### src/rtl/uart_receiver.sv
// uart_receiver: serial-to-parallel UART receiver, 8N1 by default.
// The rx pin is synchronised, and each start edge re-phases a baud counter to
// mid-bit. Each received byte is offered on a valid/ready pair. Framing
// errors and overruns are signalled as single-cycle pulses.
// Optional feature: define UART_RX_PARITY_EN to add one even-parity bit after
// the data bits. A parity mismatch then pulses parity_error.
module uart_receiver #(
    parameter int CLK_HZ    = 25_000_000,
    parameter int BAUD_RATE = 9600,
    parameter int DATA_BITS = 8
) (
    input  logic                 clock,
    input  logic                 reset,
    input  logic                 rx,
    output logic [DATA_BITS-1:0] data,
    output logic                 data_valid,
    input  logic                 data_ready,
    output logic                 framing_error,
    output logic                 overrun,
    output logic                 parity_error
);

    localparam int DIVISOR = CLK_HZ / BAUD_RATE;
    localparam int CNT_W   = $clog2(DIVISOR) + 2;
    localparam int IDX_W   = $clog2(DATA_BITS) + 1;
    localparam logic [CNT_W-1:0] CNT_TOP  = CNT_W'(DIVISOR);
    localparam logic [CNT_W-1:0] CNT_HALF = CNT_W'(DIVISOR / 2);
    localparam logic [CNT_W-1:0] CNT_ONE  = CNT_W'(1);
    localparam logic [IDX_W-1:0] LAST_IDX = IDX_W'(DATA_BITS - 1);

    typedef enum logic [2:0] {
        S_IDLE,
        S_START,
        S_DATA,
        S_PARITY,
        S_STOP,
        S_BREAK_WAIT
    } state_t;

    state_t                 state;
    state_t                 next_state;
    logic                   rx_meta;
    logic                   rx_sync;
    logic                   rx_prev;
    logic [CNT_W-1:0]       count;
    logic                   tick;
    logic                   load_count;
    logic                   sample_data;
    logic                   stop_good;
    logic                   stop_bad;
    logic [IDX_W-1:0]       bit_idx;
    logic [DATA_BITS-1:0]   shift_reg;
    logic                   commit_pending;
    logic                   frame_ok;

    // Two-flop synchroniser plus one delayed copy for falling-edge detection; idles high.
    always_ff @(posedge clock) begin
        if (reset) begin
            rx_meta <= 1'b1;
            rx_sync <= 1'b1;
            rx_prev <= 1'b1;
        end else begin
            rx_meta <= rx;
            rx_sync <= rx_meta;
            rx_prev <= rx_sync;
        end
    end

    assign tick = (count == CNT_TOP);

    // Baud counter: half-period load on a start edge; wraps to 1 so one bit spans DIVISOR clocks.
    always_ff @(posedge clock) begin
        if (reset) begin
            count <= '0;
        end else if (load_count) begin
            count <= CNT_HALF;
        end else if (tick) begin
            count <= CNT_ONE;
        end else begin
            count <= count + 1'b1;
        end
    end

    // FSM state register.
    always_ff @(posedge clock) begin
        if (reset) begin
            state <= S_IDLE;
        end else begin
            state <= next_state;
        end
    end

    // Next-state logic and per-cycle strobes for the datapath.
    always_comb begin
        next_state  = state;
        load_count  = 1'b0;
        sample_data = 1'b0;
        stop_good   = 1'b0;
        stop_bad    = 1'b0;
        case (state)
            S_IDLE: begin
                if (rx_prev && !rx_sync) begin
                    load_count = 1'b1;
                    next_state = S_START;
                end
            end
            S_START: begin
                if (tick) begin
                    next_state = rx_sync ? S_IDLE : S_DATA;
                end
            end
            S_DATA: begin
                if (tick) begin
                    sample_data = 1'b1;
                    if (bit_idx == LAST_IDX) begin
`ifdef UART_RX_PARITY_EN
                        next_state = S_PARITY;
`else
                        next_state = S_STOP;
`endif
                    end
                end
            end
`ifdef UART_RX_PARITY_EN
            S_PARITY: begin
                if (tick) begin
                    next_state = S_STOP;
                end
            end
`endif
            S_STOP: begin
                if (tick) begin
                    if (rx_sync) begin
                        stop_good  = 1'b1;
                        next_state = S_IDLE;
                    end else begin
                        stop_bad   = 1'b1;
                        next_state = S_BREAK_WAIT;
                    end
                end
            end
            S_BREAK_WAIT: begin
                if (rx_sync) begin
                    next_state = S_IDLE;
                end
            end
            default: next_state = S_IDLE;
        endcase
    end

`ifdef UART_RX_PARITY_EN
    logic parity_bad;

    // Latch the even-parity check; report a mismatch only for frames whose stop bit was good.
    always_ff @(posedge clock) begin
        if (reset) begin
            parity_bad   <= 1'b0;
            parity_error <= 1'b0;
        end else begin
            if (state == S_PARITY && tick) begin
                parity_bad <= (rx_sync != ^shift_reg);
            end
            parity_error <= commit_pending && parity_bad;
        end
    end

    assign frame_ok = commit_pending && !parity_bad;
`else
    assign frame_ok     = commit_pending;
    assign parity_error = 1'b0;
`endif

    // Shift in data bits and hand good frames to the output buffer one cycle after the stop tick.
    always_ff @(posedge clock) begin
        if (reset) begin
            bit_idx        <= '0;
            shift_reg      <= '0;
            commit_pending <= 1'b0;
            data           <= '0;
            data_valid     <= 1'b0;
            framing_error  <= 1'b0;
            overrun        <= 1'b0;
        end else begin
            framing_error  <= stop_bad;
            commit_pending <= stop_good;
            overrun        <= 1'b0;
            if (state == S_START) begin
                bit_idx <= '0;
            end else if (sample_data) begin
                bit_idx <= bit_idx + 1'b1;
            end
            if (sample_data) begin
                shift_reg <= {rx_sync, shift_reg[DATA_BITS-1:1]};
            end
            if (frame_ok) begin
                if (!data_valid || data_ready) begin
                    data       <= shift_reg;
                    data_valid <= 1'b1;
                end else begin
                    overrun <= 1'b1;
                end
            end else if (data_valid && data_ready) begin
                data_valid <= 1'b0;
            end
        end
    end

endmodule

### config.mk
export PLATFORM = sky130hd
export DESIGN_NAME = uart_receiver
export DESIGN_NICKNAME = d
export VERILOG_FILES = /design/src/rtl/uart_receiver.sv
export SDC_FILE = /design/constraint.sdc
export NUM_CORES = 1
export LEC_CHECK = 0
export ABC_AREA = 1
export ABC_CLOCK_PERIOD_IN_PS = 1790
export CAP_MARGIN = 10
export CORE_UTILIZATION = 41
export DETAILED_ROUTE_END_ITERATION = 10
export PLACE_DENSITY = 0.56
export SLEW_MARGIN = 20
export SYNTH_ARGS = -nofsm -noshare
export SYNTH_HDL_FRONTEND = slang
export SYNTH_SLANG_ARGS = --single-unit
### constraint.sdc
create_clock -name clock -period 1.79 [get_ports clock]
set_clock_uncertainty 0.05 [all_clocks]
set_input_delay 0.358 -clock clock [delete_from_list [all_inputs] [get_ports clock]]
set_output_delay 0.358 -clock clock [all_outputs]
set_load 0.01 [all_outputs]
==> impl_metrics.csv, run 1 <==
group,metric,value,unit
status,status,"completed",
synth,post_synth_num_cell_types,30,
power,p_sw_frac,0.3107,
synth,ys_warn_count,0,
critical_path,cp.arrival,1770,ps
synth,ys_seq_area_frac,0.4604,
synth,synth.largest_area_cell,"dfxtp_1",
placed_design,dpl.hpwl,2582,um
power,power_density,948.5,nW/um2
finish,largest_reg_flops,14,
grt,antenna_found_initial,0,
critical_path,ff2ff_setup_slack,170,ps
clocking,cts_root_buf,"clkbuf_8",
critical_path,cp-start-kind,"register",
die,die_w,70.31,um
routing,ant_nets,0,
placed_design,finalWeightedCongestion,0.7870,
synth,syn-instance-count,248,
timing,finalCriticalPeriod,1623,ps
grt,grt_overflow,0,
critical_path,crit_required,1940,ps
power,max-vdd-ir-drop,0.6236,mV
finish,num_antenna_cells,0,
die,initial_core_util,0.4334,
timing,setup_viol,0,
power,p_switching,0.6666,mW
grt,grt_max_degree,24,
grt,first_global_vias,1474,
routing,firstDrtPassIters,4,
power,internal-power,1.479,mW
die,io_pins,16,
synth,synthesis.area,1913,um2
die,core,4414,um2
grt,grt_pass1_wl,6382,um
clocking,htree_levels,2,
synth,synth_top_area_share,0.4604,
clocking,cts_tree,"yes",
power,p_comb_frac,0.210,
placed_design,dpl_cell_area,2142,um2
clocking,clkLatencyLatePin,300,ps
routing,routedWlPerCell,11.08,um
power,power.share.clock,0.289,
timing,hold_viol_final,0,
timing,fin_setup_tns,0,ps
power,pwr-share-seq,0.500,
run,max-cap-violations,0,
critical_path,path_class,"register to register",
clocking,cts_buffers,5,
finish,fin_nets,280,
timing,fmax,616.1,MHz
routing,viasPerCell,4.807,
synth,syn_nets,255,
synth,synth-seq-cells,44,
clocking,cts.sinks,44,
finish,area_delta_synth_final,18.25,%
clocking,clkTransAtPathRegs,80,ps
synth,synthTopCellsByArea,"dfxtp_1 (46%), a21oi_1 (7.6%), inv_1 (7.5%)",
finish,final_cell_mix,"dfxtp_1 (43), inv_1 (36), nand2_1 (34), a21oi_1 (29), o21ai_0 (21)",
timing,maxSlewViolCount,0,
timing,finalCritPeriodShare,0.9068,
routing,wirelength,3613,um
die,die_area,4944,um2
routing,drt_iter0_drc,65,
critical_path,cp-end-kind,"register",
die,die_y,70.31,um
finish,final_cell_area,2262,um2
die,placementRows,24,
finish,drive_gt1_frac,0.1533,
power,power.leakage,0.9550,nW
min_path,hold_class,"register to register",
placed_design,numPortBuffers,14,
grt,grt_util_all_layers,0.1627,
routing,drcViolationCount,0,
finish,postLayoutCoreUtil,0.5125,
critical_path,path_max_fanout,5,
finish,layout_commonest_cell,"dfxtp_1",
clocking,clockBufferDepth,2,
synth,avgSynthCellArea,7.714,um2
routing,vias,1567,
-- cells by family after synthesis --
family | synth area share
DFF | 0.4604
AOI/OAI and AO/OA | 0.1537
buffers and inverters | 0.09942
xor gates and xnor gates | 0.02289
other | 0.001960
and+or+nand+nor | 0.2420
adders and majority gates | 0.01962
-- layer usage --
layer | up-vias | share of wire | GRT usage
met5 | - | 0 | 0
met4 | 0 | 0.019 | 0.08000
met3 | 7 | 0.030 | 0.03463
met2 | 29 | 0.42 | 0.2487
met1 | 683 | 0.53 | 0.2159
li1 | 848 | - | -
-- cell usage after synthesis (all sizes together) --
cell type,count
and3,1
o21ai,22
xor2,2
ha,3
nand3,20
a31o,1
inv,41
clkbuf,2
buf,4
or2,3
xnor2,3
dfxtp,44
a21oi,32
nor2,23
nand2,37
nor3,2
conb,1
nand4,7
-- power by group through the flow --
| stage | clock network (mW) | logic, mW | registers (mW) |
|---|---|---|---|
| final | 0.620 | 0.452 | 1.07 |
| after detailed placement | 0 | 0.442 | 1.09 |
| after CTS | 0.644 | 0.444 | 1.07 |
| after global routing | 0.677 | 0.523 | 1.08 |
| after global placement | 0 | 0.449 | 1.09 |
| after floorplan | 0 | 0.332 | 1.08 |
-- worst paths after layout --
| path | startpoint | endpoint | cells past startpoint |
|---|---|---|---|
| hold reg to reg | rx_meta | rx_sync | 1 |
| hold / removal | rx_meta | rx_sync | 1 |
| setup / recovery | count[0] | state[2] | 12 |
| setup reg to reg | count[0] | state[2] | 12 |
-- repair_timing --
item | 4_1_cts | 5_1_grt
setup endpoints to repair | 0 | 19
hold endpoints to repair | 0 | 0
hold buffers | 0 | 0
buffers inserted | 0 | 2
resized for setup | 0 | 6
-- through the flow --
step                cells  total power, mW  hold slack (ps)  worst slack, ps
finish                326            2.146            371.7            166.8
global route          326            2.281            384.2           -1.133
CTS                   324            2.160            376.6            42.65
detailed placement    316            1.535            356.0            59.69
global placement      316            1.544            347.8            72.49
floorplan             248            1.414            339.5            296.4
-- area by class of cell --
cell class	count	area [um2]
fillers	450	2152
flip-flops and latches	44	882.1
multi-input cells	157	857.1
repair buffers	24	215.2
inverters	41	153.9
clock buffers	6	72.57
well taps	52	65.06
clock inverters	2	16.27
-- worst max-delay path, cell delays in order, from the launching register on --
cell,delay (ps)
dfxtp_2,340
inv_2,70
ha_1,150
inv_1,40
nor2_1,70
nand2_1,90
nor2_4,170
nand2_4,90
buf_4,150
nand2_2,90
nand3_1,90
nand3_1,80
nand2_1,50
(Power assumes the default switching activity.)
==> inputs of run 2 (changes only) <==
Settings changed: ABC_CLOCK_PERIOD_IN_PS 1790 to 2000, HOLD_SLACK_MARGIN from default to 0.08, TNS_END_PERCENT from default to 20.
Clock period 1.79 ns to 2 ns, I/O delays scaled along.
==> run 2 against run 1 <==
Setup slack better by 39 ps. Critical path depth decreased by 3. First-iteration DRC count is 34% higher.
==> impl_metrics.csv, run 2 (same netlist as run 1, synthesis figures left out) <==
group,metric,value,unit
status,status,"completed",
clocking,cts.sinks,44,
die,die_y,70.31,um
clocking,cts_root_buf,"clkbuf_8",
timing,finalCriticalPeriod,1795,ps
finish,fin_nets,274,
finish,area_delta_synth_final,16.74,%
grt,grt_pass1_wl,6341,um
grt,first_global_vias,1402,
critical_path,critPathMostFrequentCell,"inv_1",
finish,seq_area,880.8,um2
critical_path,cp.arrival,1930,ps
critical_path,crit_required,2130,ps
routing,drcViolationCount,0,
finish,final_cell_area,2233,um2
grt,grt_max_degree,24,
finish,drive_gt1_frac,0.1231,
clocking,clockBufferDepth,2,
timing,hold_viol_final,0,
placed_design,finalWeightedCongestion,0.7253,
critical_path,path_max_fanout,18,
die,die_area,4944,um2
clocking,cts_buffers,5,
clocking,cts_hold_buf,0,
timing,maxSlewViolCount,0,
finish,nFillCells,402,
placed_design,dpl.hpwl,2569,um
power,p_sw_frac,0.2913,
power,power.leakage,0.9502,nW
grt,antenna_found_initial,0,
power,power_density,918.2,nW/um2
routing,ant_nets,0,
finish,largest_reg_flops,14,
critical_path,cp-end-kind,"register",
power,pwr-share-seq,0.469,
placed_design,numPortBuffers,14,
timing,setup_viol,0,
placed_design,placed_cells,312,
clocking,post-cts-setup-buffer-count,0,
routing,firstDrtPassIters,4,
routing,wirelength,3664,um
run,max-cap-violations,0,
grt,grt_overflow,0,
routing,vias,1536,
clocking,clkLatencyLatePin,300,ps
clocking,cts_tree,"yes",
die,initial_core_util,0.4334,
finish,num_antenna_cells,0,
power,power.share.clock,0.353,
grt,grt_util_all_layers,0.1610,
finish,multiInputGateArea,842.1,um2
timing,finalCritPeriodShare,0.8973,
clocking,clkTransAtPathRegs,90,ps
timing,fin_setup_tns,0,ps
die,io_pins,16,
timing,rsz0062_at_grt,"false",
die,core,4414,um2
critical_path,cp_top_family,"simple AND/OR/NAND/NOR gates",
critical_path,slowest_delay,330,ps
finish,layout_commonest_cell,"dfxtp_1",
finish,final_cell_mix,"dfxtp_1 (44), inv_1 (38), nand2_1 (34), a21oi_1 (29), o21ai_0 (21)",
timing,fmax,557.2,MHz
routing,drt_iter0_drc,87,
min_path,hold_class,"register to register",
power,p_switching,0.5974,mW
power,p_comb_frac,0.178,
critical_path,ff2ff_setup_slack,210,ps
critical_path,cp-start-kind,"register",
power,max-vdd-ir-drop,0.4999,mV
critical_path,path_buf_inv,2,
critical_path,crit_path_cell_trace,"inv_1 -> ha_1 -> inv_1 -> nor2_1 -> nand2_1 -> nor2_2 -> nand3_2 -> o21ai_0 -> a21oi_1",
routing,viasPerCell,4.800,
die,die_w,70.31,um
clocking,cts_resized,0,
critical_path,path_class,"register to register",
power,internal-power,1.453,mW
clocking,htree_levels,2,
die,placementRows,24,
critical_path,cp_slowest_cell,"dfxtp_1",
finish,layoutNonFillerInstCount,320,
placed_design,dpl_cell_area,2112,um2
routing,routedWlPerCell,11.45,um
-- run 2: area by class of cell --
cell class | instances | share of cell area
clock buffer | 6 | 0.03697
clock inverter | 2 | 0.01737
multi-input combinational | 157 | 0.3770
timing repair buffer | 18 | 0.07619
tap | 52 | 0.02913
sequential | 44 | 0.3944
inverter | 41 | 0.06891
-- run 2: routing by layer --
| metal | routed length, um | track usage |
|---|---|---|
| met5 | 0 | 0 |
| met4 | 53 | 0.06000 |
| met3 | 142 | 0.04618 |
| met2 | 1516 | 0.2370 |
| met1 | 1952 | 0.2219 |
-- run 2: final timing paths --
path | startpoint | end | cells after the start
setup / recovery | count[0] | shift_reg[1] | 9
hold / removal | rx_meta | rx_sync | 1
setup reg to reg | count[0] | shift_reg[1] | 9
hold reg to reg | rx_meta | rx_sync | 1
-- run 2: power groups by stage --
stage               clock (mW)  sequential (mW)  combinational (mW)
floorplan                    0            0.969               0.297
global placement             0            0.981               0.365
global route             0.772            0.968               0.422
CTS                      0.741            0.960               0.364
finish                   0.725            0.962               0.365
detailed placement           0            0.980               0.365
-- run 2: through the flow --
step / worst slack (ps) / util / hold WS [ps] / total power [mW]
detailed placement: 191.4 / 0.4785 / 344.1 / 1.344
finish: 205.3 / 0.5060 / 364.4 / 2.051
global route: 24.66 / 0.5060 / 376.3 / 2.162
floorplan: 506.4 / - / 339.5 / 1.266
CTS: 178.9 / 0.5060 / 365.4 / 2.065
global placement: 235.5 / 0.4785 / 340.6 / 1.345
